File: config.mk
export PLATFORM = sky130hd
export DESIGN_NAME = rom_burst_reader
export DESIGN_NICKNAME = d
export VERILOG_FILES = /design/src/rtl/rom_pkg.sv /design/src/rtl/rom_array.sv /design/src/rtl/rom_burst_reader.sv
export SDC_FILE = /design/constraint.sdc
export NUM_CORES = 1
export LEC_CHECK = 0
export CORE_UTILIZATION = 55
export DETAILED_ROUTE_END_ITERATION = 10
export MAX_ROUTING_LAYER = met4
export PLACE_DENSITY = 0.83
export SLEW_MARGIN = 40
export SYNTH_ARGS = -nofsm -noshare
export SYNTH_HDL_FRONTEND = slang
export SYNTH_SLANG_ARGS = --single-unit
File: constraint.sdc
create_clock -name CLK -period 3.6 [get_ports CLK]
set_input_delay 0.72 -clock CLK [delete_from_list [all_inputs] [get_ports CLK]]
set_output_delay 0.72 -clock CLK [all_outputs]
set_load 0.01 [all_outputs]
File: src/rtl/rom_pkg.sv
// rom_pkg
//   Shared types and helpers for the burst-reading ROM.
//   - rom_state_e : burst engine FSM states
//   - rom_mode_e  : address sequencing mode of the active burst
//   - is_pow2_blk : true when len+1 is a power of two (wrap is legal)
//   - next_addr   : address of the beat that follows address a
package rom_pkg;

  typedef enum logic [1:0] {
    IDLE  = 2'd0,
    READ  = 2'd1,
    DRAIN = 2'd2
  } rom_state_e;

  typedef enum logic {
    LINEAR = 1'b0,
    WRAP   = 1'b1
  } rom_mode_e;

  // Output buffer entries; one ROM read may be in flight on top of these.
  localparam int unsigned SKID_DEPTH = 2;

  function automatic logic is_pow2_blk(input int unsigned len);
    return ((len + 32'd1) & len) == 32'd0;
  endfunction

  // WRAP is only ever latched when len+1 is a power of two, so len doubles
  // as the in-block mask. Linear mode wraps at depth; an out-of-range start
  // keeps counting until the address field itself rolls over to 0.
  function automatic int unsigned next_addr(input int unsigned a,
                                            input int unsigned depth,
                                            input int unsigned len,
                                            input rom_mode_e   mode,
                                            input int unsigned addr_bits);
    if (mode == WRAP)
      return (a & ~len) | ((a + 32'd1) & len);
    if (a == depth - 32'd1)
      return 32'd0;
    return (a + 32'd1) & ((32'd1 << addr_bits) - 32'd1);
  endfunction

endpackage

File: src/rtl/rom_array.sv
// rom_array
//   Registered-output read-only memory, WIDTH x DEPTH. Data is not reset.
//   Ports:
//     CLK      clock, read registered on posedge
//     rd_en    capture a new word this cycle; otherwise rd_data holds
//     rd_addr  word address; addresses >= DEPTH read as 0
//     rd_data  registered read data
module rom_array #(
  parameter int    WIDTH     = 9,
  parameter int    DEPTH     = 32,
  parameter int    ADDR_BITS = 5,
  parameter string INIT_FILE = "my_ROM.mif"
) (
  input  logic                 CLK,
  input  logic                 rd_en,
  input  logic [ADDR_BITS-1:0] rd_addr,
  output logic [WIDTH-1:0]     rd_data
);

  localparam bit HAS_INIT = (INIT_FILE != "");

  // The image is elaborated from the same rule that generates INIT_FILE
  // (word i = 3*i), so the simulated table matches the programmed device.
  (* ram_init_file = INIT_FILE *) logic [WIDTH-1:0] mem [DEPTH];

  always_comb begin
    for (int i = 0; i < DEPTH; i++) begin
      mem[i] = HAS_INIT ? WIDTH'(i * 3) : '0;
    end
  end

  always_ff @(posedge CLK) begin
    if (rd_en) begin
      rd_data <= (32'(rd_addr) < 32'(DEPTH)) ? mem[rd_addr] : '0;
    end
  end

endmodule

File: src/rtl/rom_burst_reader.sv
// rom_burst_reader
//   Synchronous ROM with a burst-read engine: one request (addr, len, wrap)
//   yields REQ_LEN+1 words on a valid/ready stream with full backpressure.
//
//   state | meaning
//   IDLE  | accepting a request (REQ_READY=1)
//   READ  | issuing one ROM read per cycle while buffer credit allows
//   DRAIN | all reads issued, waiting for the last beat to be accepted
//
//   Ports:
//     CLK, RESET_N          clock, synchronous active-low reset
//     REQ_VALID/REQ_READY   request handshake
//     REQ_ADDR/LEN/WRAP     first address, beats-1, wrap-in-block mode
//     DOUT_VALID/READY      output handshake
//     DOUT_DATA/LAST/ERR    word, final-beat flag, out-of-range flag
//     BUSY                  burst active or output holding data
module rom_burst_reader
  import rom_pkg::*;
#(
  parameter int    WIDTH     = 9,
  parameter int    DEPTH     = 32,
  parameter int    ADDR_BITS = 5,
  parameter string INIT_FILE = "my_ROM.mif",
  parameter int    MAX_BURST = 16,
  parameter int    LEN_BITS  = $clog2(MAX_BURST)
) (
  input  logic                 CLK,
  input  logic                 RESET_N,
  input  logic                 REQ_VALID,
  output logic                 REQ_READY,
  input  logic [ADDR_BITS-1:0] REQ_ADDR,
  input  logic [LEN_BITS-1:0]  REQ_LEN,
  input  logic                 REQ_WRAP,
  output logic                 DOUT_VALID,
  input  logic                 DOUT_READY,
  output logic [WIDTH-1:0]     DOUT_DATA,
  output logic                 DOUT_LAST,
  output logic                 DOUT_ERR,
  output logic                 BUSY
);

  rom_state_e           state_q, state_d;
  logic [ADDR_BITS-1:0] addr_q;
  logic [LEN_BITS-1:0]  len_q;
  logic [LEN_BITS-1:0]  rem_q;      // reads still to issue, minus 1
  rom_mode_e            mode_q, mode_d;

  logic                 issue, pop, addr_err, drain_done;
  logic [2:0]           credit_used;

  logic [WIDTH-1:0]     rom_q;
  logic                 fl_q, fl_last_q, fl_err_q;   // read in flight

  logic [WIDTH-1:0]     sk_data [SKID_DEPTH];
  logic                 sk_last [SKID_DEPTH];
  logic                 sk_err  [SKID_DEPTH];
  logic                 wr_ptr_q, rd_ptr_q;
  logic [1:0]           occ_q;

  assign REQ_READY  = (state_q == IDLE);
  assign DOUT_VALID = (occ_q != 2'd0);
  assign DOUT_DATA  = DOUT_VALID ? sk_data[rd_ptr_q] : '0;
  assign DOUT_LAST  = DOUT_VALID & sk_last[rd_ptr_q];
  assign DOUT_ERR   = DOUT_VALID & sk_err[rd_ptr_q];
  assign BUSY       = (state_q != IDLE) || DOUT_VALID;

  assign pop      = DOUT_VALID && DOUT_READY;
  assign addr_err = 32'(addr_q) >= 32'(DEPTH);
  assign mode_d   = (REQ_WRAP && is_pow2_blk(32'(REQ_LEN))) ? WRAP : LINEAR;

  // Credit counts the buffer occupancy left after this cycle's pop, so a
  // consumer that is always ready sees back-to-back beats.
  assign credit_used = {1'b0, occ_q} + {2'b00, fl_q} - {2'b00, pop};

  always_comb begin
    state_d    = state_q;
    issue      = 1'b0;
    drain_done = !fl_q && ((occ_q == 2'd0) || ((occ_q == 2'd1) && pop));
    case (state_q)
      IDLE: begin
        if (REQ_VALID) state_d = READ;
      end
      READ: begin
        if (credit_used < 3'(SKID_DEPTH)) begin
          issue = 1'b1;
          if (rem_q == '0) state_d = DRAIN;
        end
      end
      DRAIN: begin
        if (drain_done) state_d = IDLE;
      end
      default: state_d = IDLE;
    endcase
  end

  always_ff @(posedge CLK) begin
    if (!RESET_N) state_q <= IDLE;
    else          state_q <= state_d;
  end

  always_ff @(posedge CLK) begin
    if (!RESET_N) begin
      addr_q    <= '0;
      len_q     <= '0;
      rem_q     <= '0;
      mode_q    <= LINEAR;
      fl_q      <= 1'b0;
      fl_last_q <= 1'b0;
      fl_err_q  <= 1'b0;
      wr_ptr_q  <= 1'b0;
      rd_ptr_q  <= 1'b0;
      occ_q     <= 2'd0;
      for (int i = 0; i < SKID_DEPTH; i++) begin
        sk_data[i] <= '0;
        sk_last[i] <= 1'b0;
        sk_err[i]  <= 1'b0;
      end
    end else begin
      if (state_q == IDLE && REQ_VALID) begin
        addr_q <= REQ_ADDR;
        len_q  <= REQ_LEN;
        rem_q  <= REQ_LEN;
        mode_q <= mode_d;
      end
      if (issue) begin
        addr_q    <= ADDR_BITS'(next_addr(32'(addr_q), DEPTH, 32'(len_q),
                                          mode_q, ADDR_BITS));
        rem_q     <= rem_q - LEN_BITS'(1);
        fl_last_q <= (rem_q == '0);
        fl_err_q  <= addr_err;
      end
      fl_q <= issue;
      if (fl_q) begin
        sk_data[wr_ptr_q] <= fl_err_q ? '0 : rom_q;
        sk_last[wr_ptr_q] <= fl_last_q;
        sk_err[wr_ptr_q]  <= fl_err_q;
        wr_ptr_q          <= ~wr_ptr_q;
      end
      if (pop) rd_ptr_q <= ~rd_ptr_q;
      occ_q <= occ_q + {1'b0, fl_q} - {1'b0, pop};
    end
  end

  rom_array #(
    .WIDTH     (WIDTH),
    .DEPTH     (DEPTH),
    .ADDR_BITS (ADDR_BITS),
    .INIT_FILE (INIT_FILE)
  ) u_rom (
    .CLK     (CLK),
    .rd_en   (issue),
    .rd_addr (addr_q),
    .rd_data (rom_q)
  );

endmodule
==> flow_results.xml, run 1 <==
<?xml version="1.0" encoding="UTF-8"?>
<metrics>
  <group name="status">
    <metric name="run_status" unit="">finished, final reports clean</metric>
  </group>
  <group name="timing">
    <metric name="hold_viol_final" unit="">0</metric>
    <metric name="final_slew_viol_count" unit="">0</metric>
    <metric name="post-route-min-period" unit="ns">3.35</metric>
    <metric name="period_share" unit="%">93.1</metric>
    <metric name="totalNegativeSetupSlack" unit="ns">0</metric>
    <metric name="timing.fmax" unit="MHz">298</metric>
    <metric name="fin_skew" unit="ns">0.00528</metric>
    <metric name="max_slew_margin" unit="%">54.3</metric>
    <metric name="grt_setup_unrepaired" unit="">false</metric>
    <metric name="worst_slew_pin_slew" unit="ns">0.683</metric>
    <metric name="setup-violations-final" unit="">0</metric>
    <metric name="final_critical_path_setup_slack" unit="ns">0.247</metric>
  </group>
  <group name="layout">
    <metric name="num_antenna_cells" unit="">0</metric>
    <metric name="final_net_count" unit="">276</metric>
    <metric name="layout-area-overhead-vs-synth" unit="%">16.1</metric>
    <metric name="fin_cells" unit="">302</metric>
    <metric name="fraction_of_layout_cells_with_a_size_suffix_above_1" unit="%">5.51</metric>
    <metric name="num-fill-cells" unit="">312</metric>
    <metric name="post-route-util" unit="%">69.0</metric>
  </group>
  <group name="clock_network">
    <metric name="number_of_buffers_created_by_cts" unit="">5</metric>
    <metric name="tritoncts" unit="">done</metric>
    <metric name="clock_latency" unit="ns">0.30</metric>
    <metric name="clock_tree.htree_level_count" unit="">2</metric>
    <metric name="cts_post_setup_buffers_inserted" unit="">0</metric>
    <metric name="ctsHoldBuffers" unit="">0</metric>
    <metric name="clkSlewWorstSetupHoldPaths" unit="ns">0.08</metric>
    <metric name="clock_tree.buffer_depth" unit="">2</metric>
    <metric name="cts-root-buf" unit="">clkbuf_8</metric>
    <metric name="cts_resized" unit="">0</metric>
    <metric name="clock_sinks" unit="">46</metric>
  </group>
  <group name="route">
    <metric name="drc_errors" unit="">0</metric>
    <metric name="post_drt_via_cell_ratio" unit="">5.44</metric>
    <metric name="post_drt_wl_per_cell" unit="um">12.6</metric>
    <metric name="finalWirelength" unit="um">3820</metric>
    <metric name="drtPass1Iterations" unit="">4</metric>
    <metric name="dr_total_vias" unit="">1642</metric>
    <metric name="detail-route-antenna-nets" unit="">0</metric>
    <metric name="drt-initial-drc-count" unit="">63</metric>
  </group>
  <group name="die">
    <metric name="die_area" unit="mm2">0.00436</metric>
    <metric name="floorplan.die.height" unit="um">66.1</metric>
    <metric name="die_w" unit="um">66.1</metric>
    <metric name="num_rows" unit="">22</metric>
    <metric name="floorplan.io_pins" unit="">28</metric>
    <metric name="floorplan.initialDensity" unit="%">59.4</metric>
    <metric name="core_area" unit="mm2">0.00380</metric>
  </group>
  <group name="setup_path">
    <metric name="maximum_fanout_along_the_worst_path" unit="">11</metric>
    <metric name="critical_path_required" unit="ns">3.81</metric>
    <metric name="end_kind" unit="">register</metric>
    <metric name="arrival" unit="ns">3.57</metric>
    <metric name="start_kind" unit="">register</metric>
    <metric name="worst-setup-path-type" unit="">reg -&gt; reg</metric>
  </group>
  <group name="grt">
    <metric name="grt_antenna_before_repair" unit="">0</metric>
    <metric name="first_global_vias" unit="">1517</metric>
    <metric name="global_route.usage.met1" unit="%">24.0</metric>
    <metric name="grt_use_met2" unit="%">35.3</metric>
    <metric name="first_pass_grt_wire_length" unit="um">6620</metric>
    <metric name="gr-max-usage-layer" unit="">met2</metric>
    <metric name="grt_util_met3" unit="%">4.14</metric>
    <metric name="grt.overflow.total" unit="">0</metric>
    <metric name="grt_use_total" unit="%">21.1</metric>
    <metric name="grt_max_degree" unit="">20</metric>
  </group>
  <group name="placed_design">
    <metric name="detailedPlacementHpwl" unit="um">2810</metric>
    <metric name="buffer_ports.inserted" unit="">24</metric>
    <metric name="dp.cells" unit="">294</metric>
    <metric name="preCtsSetupSlack" unit="ns">0.0366</metric>
    <metric name="place.gp.congestion" unit="">0.873</metric>
  </group>
  <group name="logic_synthesis">
    <metric name="synth_seq_area_share" unit="%">50.1</metric>
    <metric name="synth_area" unit="mm2">0.00226</metric>
    <metric name="yosysTopAreaCell" unit="">edfxtp_1</metric>
    <metric name="synth.avg_cell_area" unit="um2">9.86</metric>
    <metric name="synthCells" unit="">229</metric>
    <metric name="ys_ff_latch" unit="">46</metric>
    <metric name="synth_commonest_cells" unit="">25 x dfxtp_1, 24 x nand2_1, 21 x edfxtp_1</metric>
    <metric name="synth-main-ff-cell" unit="">dfxtp_1</metric>
    <metric name="top_cell_type_s_share_of_synthesized_area" unit="%">27.9</metric>
    <metric name="synth_edf_count" unit="">21</metric>
    <metric name="netlist-cell-type-count" unit="">46</metric>
    <metric name="post_synth_main_area_contributors" unit="">edfxtp_1 28%, dfxtp_1 22%, and2_1 5.3%</metric>
    <metric name="synth_warnings" unit="">0</metric>
    <metric name="yosys.cell_count.top_type" unit="">dfxtp_1</metric>
    <metric name="postSynth.asyncResetShare" unit="%">0</metric>
  </group>
  <group name="pwr">
    <metric name="power" unit="mW">1.82</metric>
    <metric name="vdd_ir_drop_max" unit="V">0.000383</metric>
    <metric name="power_density" unit="mW/mm2">693</metric>
    <metric name="p_leak" unit="nW">1.02</metric>
  </group>
  <group name="job">
    <metric name="maxCapViolCount" unit="">0</metric>
  </group>
  <group name="min_path">
    <metric name="min-delay-path-class" unit="">reg -&gt; reg</metric>
  </group>
</metrics>
## area by class of cell
| cell class | instances | area [um2] | area share, % |
|---|---|---|---|
| clock buffers | 5 | 68.8 | 2.63 |
| clock inverters | 3 | 21.3 | 0.811 |
| inverters | 18 | 67.6 | 2.58 |
| multi-input cells | 155 | 1010 | 38.5 |
| flip-flops and latches | 46 | 1130 | 43.2 |
| well taps | 48 | 60.1 | 2.29 |
| repair buffers | 27 | 263 | 10.0 |
## worst max-delay path: stages (launching register included)
cell and delay (ns):
dfxtp_1 0.37, nor2_1 0.56, nor2b_1 0.14, ha_1 0.31, inv_1 0.04, ha_1 0.18
fa_1 0.50, or3b_1 0.41, o21ai_1 0.33, o31ai_1 0.13, a221oi_1 0.28
## layout by cell type (no fill, tap or decap), types with 2 or more instances in the layout
master / count
a211oi_1: 2
a21o_1: 3
a21oi_1: 14
a31oi_1: 2
and2_1: 19
and3_1: 2
buf_4: 3
clkbuf_8: 5
clkdlybuf4s50_1: 24
conb_1: 3
dfxtp_1: 25
edfxtp_1: 21
ha_1: 8
inv_1: 16
inv_2: 2
mux2i_1: 9
nand2_1: 24
nand2b_1: 4
nor2_1: 14
nor2b_1: 3
nor3_1: 4
nor3b_1: 2
o211ai_1: 3
o21ai_0: 7
o21ai_1: 2
o311ai_0: 2
o31ai_1: 2
or3b_1: 2
xnor2_1: 2
xor2_1: 5
## worst paths after layout
check / from / endpoint / slack (ns) / cells past startpoint
max: occ_q[1]$_SDFF_PN0_ / register / 0.25 / 10
min: sk_last[1]$_DFF_P_ / sk_last[1]$_DFF_P_ / 0.47 / 2
max reg2reg: occ_q[1]$_SDFF_PN0_ / register / 0.25 / 10
min reg2reg: sk_last[1]$_DFF_P_ / sk_last[1]$_DFF_P_ / 0.47 / 2
## power by group
group	switching, mW	internal (mW)	leakage, nW
registers	0.135	0.720	0.416
logic	0.336	0.315	0.562
clock network	0.173	0.136	0.0441
total	0.644	1.17	1.02
## through the flow
step,hold WS [ns],cell area (um2)
finish,0.475,2620
global route,0.506,2620
CTS,0.481,2620
detailed placement,0.466,2530
global placement,0.458,2530
floorplan,0.443,2260
## kinds of logic (layout without fill, tap and decap cells)
logic type | count (synthesis) | count (layout) | synth area share [%]
simple gates | 79 | 79 | 18.1
compound gates | 48 | 48 | 14.1
flops | 46 | 46 | 50.1
buf+inv | 30 | 53 | 5.49
fa+ha+maj | 9 | 9 | 5.32
mux | 9 | 9 | 3.99
xor+xnor | 7 | 7 | 2.72
other cells | 1 | 3 | 0.166
## sequential cells by signal, indices dropped and copies added (netlist names), named ones only
register       cells
fl_q               1
occ_q              2
addr_q             2
u_rom.rd_data      7
sk_data           14
len_q              4
rd_ptr_q           1
state_q            2
mode_q             1
sk_last            2
wr_ptr_q           1
fl_last_q          1
rem_q              4
## per-layer routing
| metal | up-vias | wire [um] |
|---|---|---|
| li1 | 839 | - |
| met2 | 50 | 1900 |
| met4 | 0 | 87 |
| met3 | 11 | 162 |
| met5 | - | 0 |
| met1 | 742 | 1670 |
Power figures use the tool's default switching activity.
==> run 2: changes to the inputs <==
--- a/config.mk
+++ b/config.mk
@@ -9,6 +9,7 @@
 export DETAILED_ROUTE_END_ITERATION = 10
 export MAX_ROUTING_LAYER = met4
 export PLACE_DENSITY = 0.83
+export SETUP_SLACK_MARGIN = 0.1
 export SLEW_MARGIN = 40
 export SYNTH_ARGS = -nofsm -noshare
 export SYNTH_HDL_FRONTEND = slang
==> run 2 against run 1 <==
  * Sequential share of layout area hardly changed
  * Critical path depth unchanged
  * Final cell count unchanged
  * First-iteration DRC count is 4.8% higher
  * Count of clock-buffer cells in the layout stayed put
  * Fmax is 3.0% higher
  * Sequential power about the same
  * Die area unchanged
  * Critical path type is now in -> reg
==> flow_results.xml, run 2 (synthesis gave the netlist of run 1 again) <==
<?xml version="1.0" encoding="UTF-8"?>
<metrics>
  <group name="setup_path">
    <metric name="end_kind" unit="">register</metric>
    <metric name="worst-setup-path-type" unit="">in -&gt; reg</metric>
    <metric name="ff2ff_setup_slack" unit="ns">0.44</metric>
    <metric name="start_kind" unit="">primary input</metric>
    <metric name="arrival" unit="ns">3.47</metric>
    <metric name="crit_start" unit="">DOUT_READY</metric>
    <metric name="r2r_cells" unit="">10</metric>
    <metric name="worstReg2RegStart" unit="">occ_q[1]$_SDFF_PN0_</metric>
    <metric name="critical_path_required" unit="ns">3.81</metric>
    <metric name="maximum_fanout_along_the_worst_path" unit="">4</metric>
  </group>
  <group name="grt">
    <metric name="first_pass_grt_wire_length" unit="um">6620</metric>
    <metric name="first_global_vias" unit="">1517</metric>
    <metric name="global_route.usage.met1" unit="%">24.0</metric>
    <metric name="grt_util_met3" unit="%">4.14</metric>
    <metric name="grt_max_degree" unit="">20</metric>
    <metric name="gr-max-usage-layer" unit="">met2</metric>
    <metric name="grt_antenna_before_repair" unit="">0</metric>
    <metric name="grt_use_total" unit="%">21.1</metric>
    <metric name="grt.overflow.total" unit="">0</metric>
    <metric name="grt_use_met2" unit="%">35.3</metric>
  </group>
  <group name="placed_design">
    <metric name="buffer_ports.inserted" unit="">24</metric>
    <metric name="place.gp.congestion" unit="">0.873</metric>
    <metric name="dp.cells" unit="">294</metric>
    <metric name="detailedPlacementHpwl" unit="um">2810</metric>
    <metric name="dpl_cell_area" unit="mm2">0.00253</metric>
    <metric name="preCtsSetupSlack" unit="ns">0.0366</metric>
  </group>
  <group name="layout">
    <metric name="final_net_count" unit="">276</metric>
    <metric name="layout_common_cells" unit="">25 x dfxtp_1, 24 x nand2_1, 24 x clkdlybuf4s50_1</metric>
    <metric name="largest_register_ff_count" unit="">14</metric>
    <metric name="mostFrequentLayoutCell" unit="">dfxtp_1</metric>
    <metric name="fraction_of_layout_cells_with_a_size_suffix_above_1" unit="%">5.91</metric>
    <metric name="multiInputGateArea" unit="mm2">0.00101</metric>
    <metric name="reg_top3" unit="">sk_data (14), u_rom.rd_data (7)</metric>
    <metric name="fin_cells" unit="">302</metric>
    <metric name="num_antenna_cells" unit="">0</metric>
    <metric name="max_flop_register" unit="">sk_data</metric>
    <metric name="final-seq-area" unit="mm2">0.00113</metric>
    <metric name="num-fill-cells" unit="">312</metric>
    <metric name="final_cell_area" unit="mm2">0.00262</metric>
    <metric name="post-route-util" unit="%">69.1</metric>
    <metric name="layout-area-overhead-vs-synth" unit="%">16.2</metric>
  </group>
  <group name="timing">
    <metric name="fin_skew" unit="ns">0.00542</metric>
    <metric name="setup-violations-final" unit="">0</metric>
    <metric name="totalNegativeSetupSlack" unit="ns">0</metric>
    <metric name="final_critical_path_setup_slack" unit="ns">0.346</metric>
    <metric name="post-route-min-period" unit="ns">3.25</metric>
    <metric name="worst_slew_pin_slew" unit="ns">0.592</metric>
    <metric name="grt_setup_unrepaired" unit="">false</metric>
    <metric name="final_slew_viol_count" unit="">0</metric>
    <metric name="max_slew_margin" unit="%">60.4</metric>
    <metric name="timing.fmax" unit="MHz">307</metric>
    <metric name="hold_viol_final" unit="">0</metric>
    <metric name="period_share" unit="%">90.4</metric>
  </group>
  <group name="route">
    <metric name="drc_errors" unit="">0</metric>
    <metric name="detail-route-antenna-nets" unit="">0</metric>
    <metric name="post_drt_wl_per_cell" unit="um">12.7</metric>
    <metric name="dr_total_vias" unit="">1641</metric>
    <metric name="post_drt_via_cell_ratio" unit="">5.43</metric>
    <metric name="drtPass1Iterations" unit="">4</metric>
    <metric name="drt-initial-drc-count" unit="">66</metric>
    <metric name="finalWirelength" unit="um">3850</metric>
  </group>
  <group name="die">
    <metric name="floorplan.io_pins" unit="">28</metric>
    <metric name="floorplan.die.height" unit="um">66.1</metric>
    <metric name="floorplan.initialDensity" unit="%">59.4</metric>
    <metric name="die_area" unit="mm2">0.00436</metric>
    <metric name="core_area" unit="mm2">0.00380</metric>
    <metric name="die_w" unit="um">66.1</metric>
    <metric name="num_rows" unit="">22</metric>
  </group>
  <group name="status">
    <metric name="run_status" unit="">finished, final reports clean</metric>
  </group>
  <group name="job">
    <metric name="maxCapViolCount" unit="">0</metric>
  </group>
  <group name="clock_network">
    <metric name="clock_latency" unit="ns">0.30</metric>
    <metric name="cts-root-buf" unit="">clkbuf_8</metric>
    <metric name="tritoncts" unit="">done</metric>
    <metric name="ctsHoldBuffers" unit="">0</metric>
    <metric name="clock_tree.buffer_depth" unit="">2</metric>
    <metric name="number_of_buffers_created_by_cts" unit="">5</metric>
    <metric name="clkSlewWorstSetupHoldPaths" unit="ns">0.08</metric>
    <metric name="cts_resized" unit="">0</metric>
    <metric name="cts_post_setup_buffers_inserted" unit="">0</metric>
    <metric name="clock_sinks" unit="">46</metric>
    <metric name="clock_tree.htree_level_count" unit="">2</metric>
  </group>
  <group name="pwr">
    <metric name="p_leak" unit="nW">1.02</metric>
    <metric name="vdd_ir_drop_max" unit="V">0.000383</metric>
    <metric name="power_density" unit="mW/mm2">693</metric>
  </group>
  <group name="min_path">
    <metric name="min-delay-path-class" unit="">reg -&gt; reg</metric>
    <metric name="min_path_cells" unit="">2</metric>
    <metric name="min_delay_worst_endpoint" unit="">sk_last[1]$_DFF_P_</metric>
    <metric name="launch_point_of_the_worst_hold_path" unit="">sk_last[1]$_DFF_P_</metric>
  </group>
</metrics>
[run 2: power breakdown]
group | internal, mW | switching (mW)
Clock | 0.136 | 0.174
Sequential | 0.720 | 0.137
Combinational | 0.316 | 0.336
Total | 1.17 | 0.647
[run 2: area by class of cell]
| cell class | count | share of cell area (%) |
|---|---|---|
| repair buffers | 27 | 10.0 |
| multi-input cells | 155 | 38.6 |
| flip-flops and latches | 46 | 43.1 |
| inverters | 18 | 2.58 |
| well taps | 48 | 2.29 |
| clock buffers | 5 | 2.62 |
| clock inverters | 3 | 0.811 |
[run 2: critical path, cell delays in order]
cell	delay, ns
clkdlybuf4s50_1	0.42
nor2b_1	0.15
ha_1	0.30
inv_1	0.04
ha_1	0.18
fa_1	0.50
or3b_1	0.41
o21ai_1	0.33
o31ai_1	0.13
a221oi_1	0.28
[run 2: worst max path at each step]
stage                                   to  slack (ns)
floorplan                         register        0.61
global placement                  register        0.08
detailed placement                register        0.04
CTS                               register        0.24
global route        addr_q[4]$_SDFFE_PN0P_        0.18
finish                            register        0.35
[run 2: layer usage]
layer	up-vias	wire, um
li1	839	-
met1	746	1680
met2	47	1930
met3	9	153
met4	0	84
met5	-	0
[run 2: stage by stage]
step	total power, mW	hold slack (ns)
after floorplan	1.31	0.443
after global placement	1.49	0.458
after detailed placement	1.51	0.466
after CTS	1.83	0.481
after global routing	1.95	0.506
final	1.82	0.476
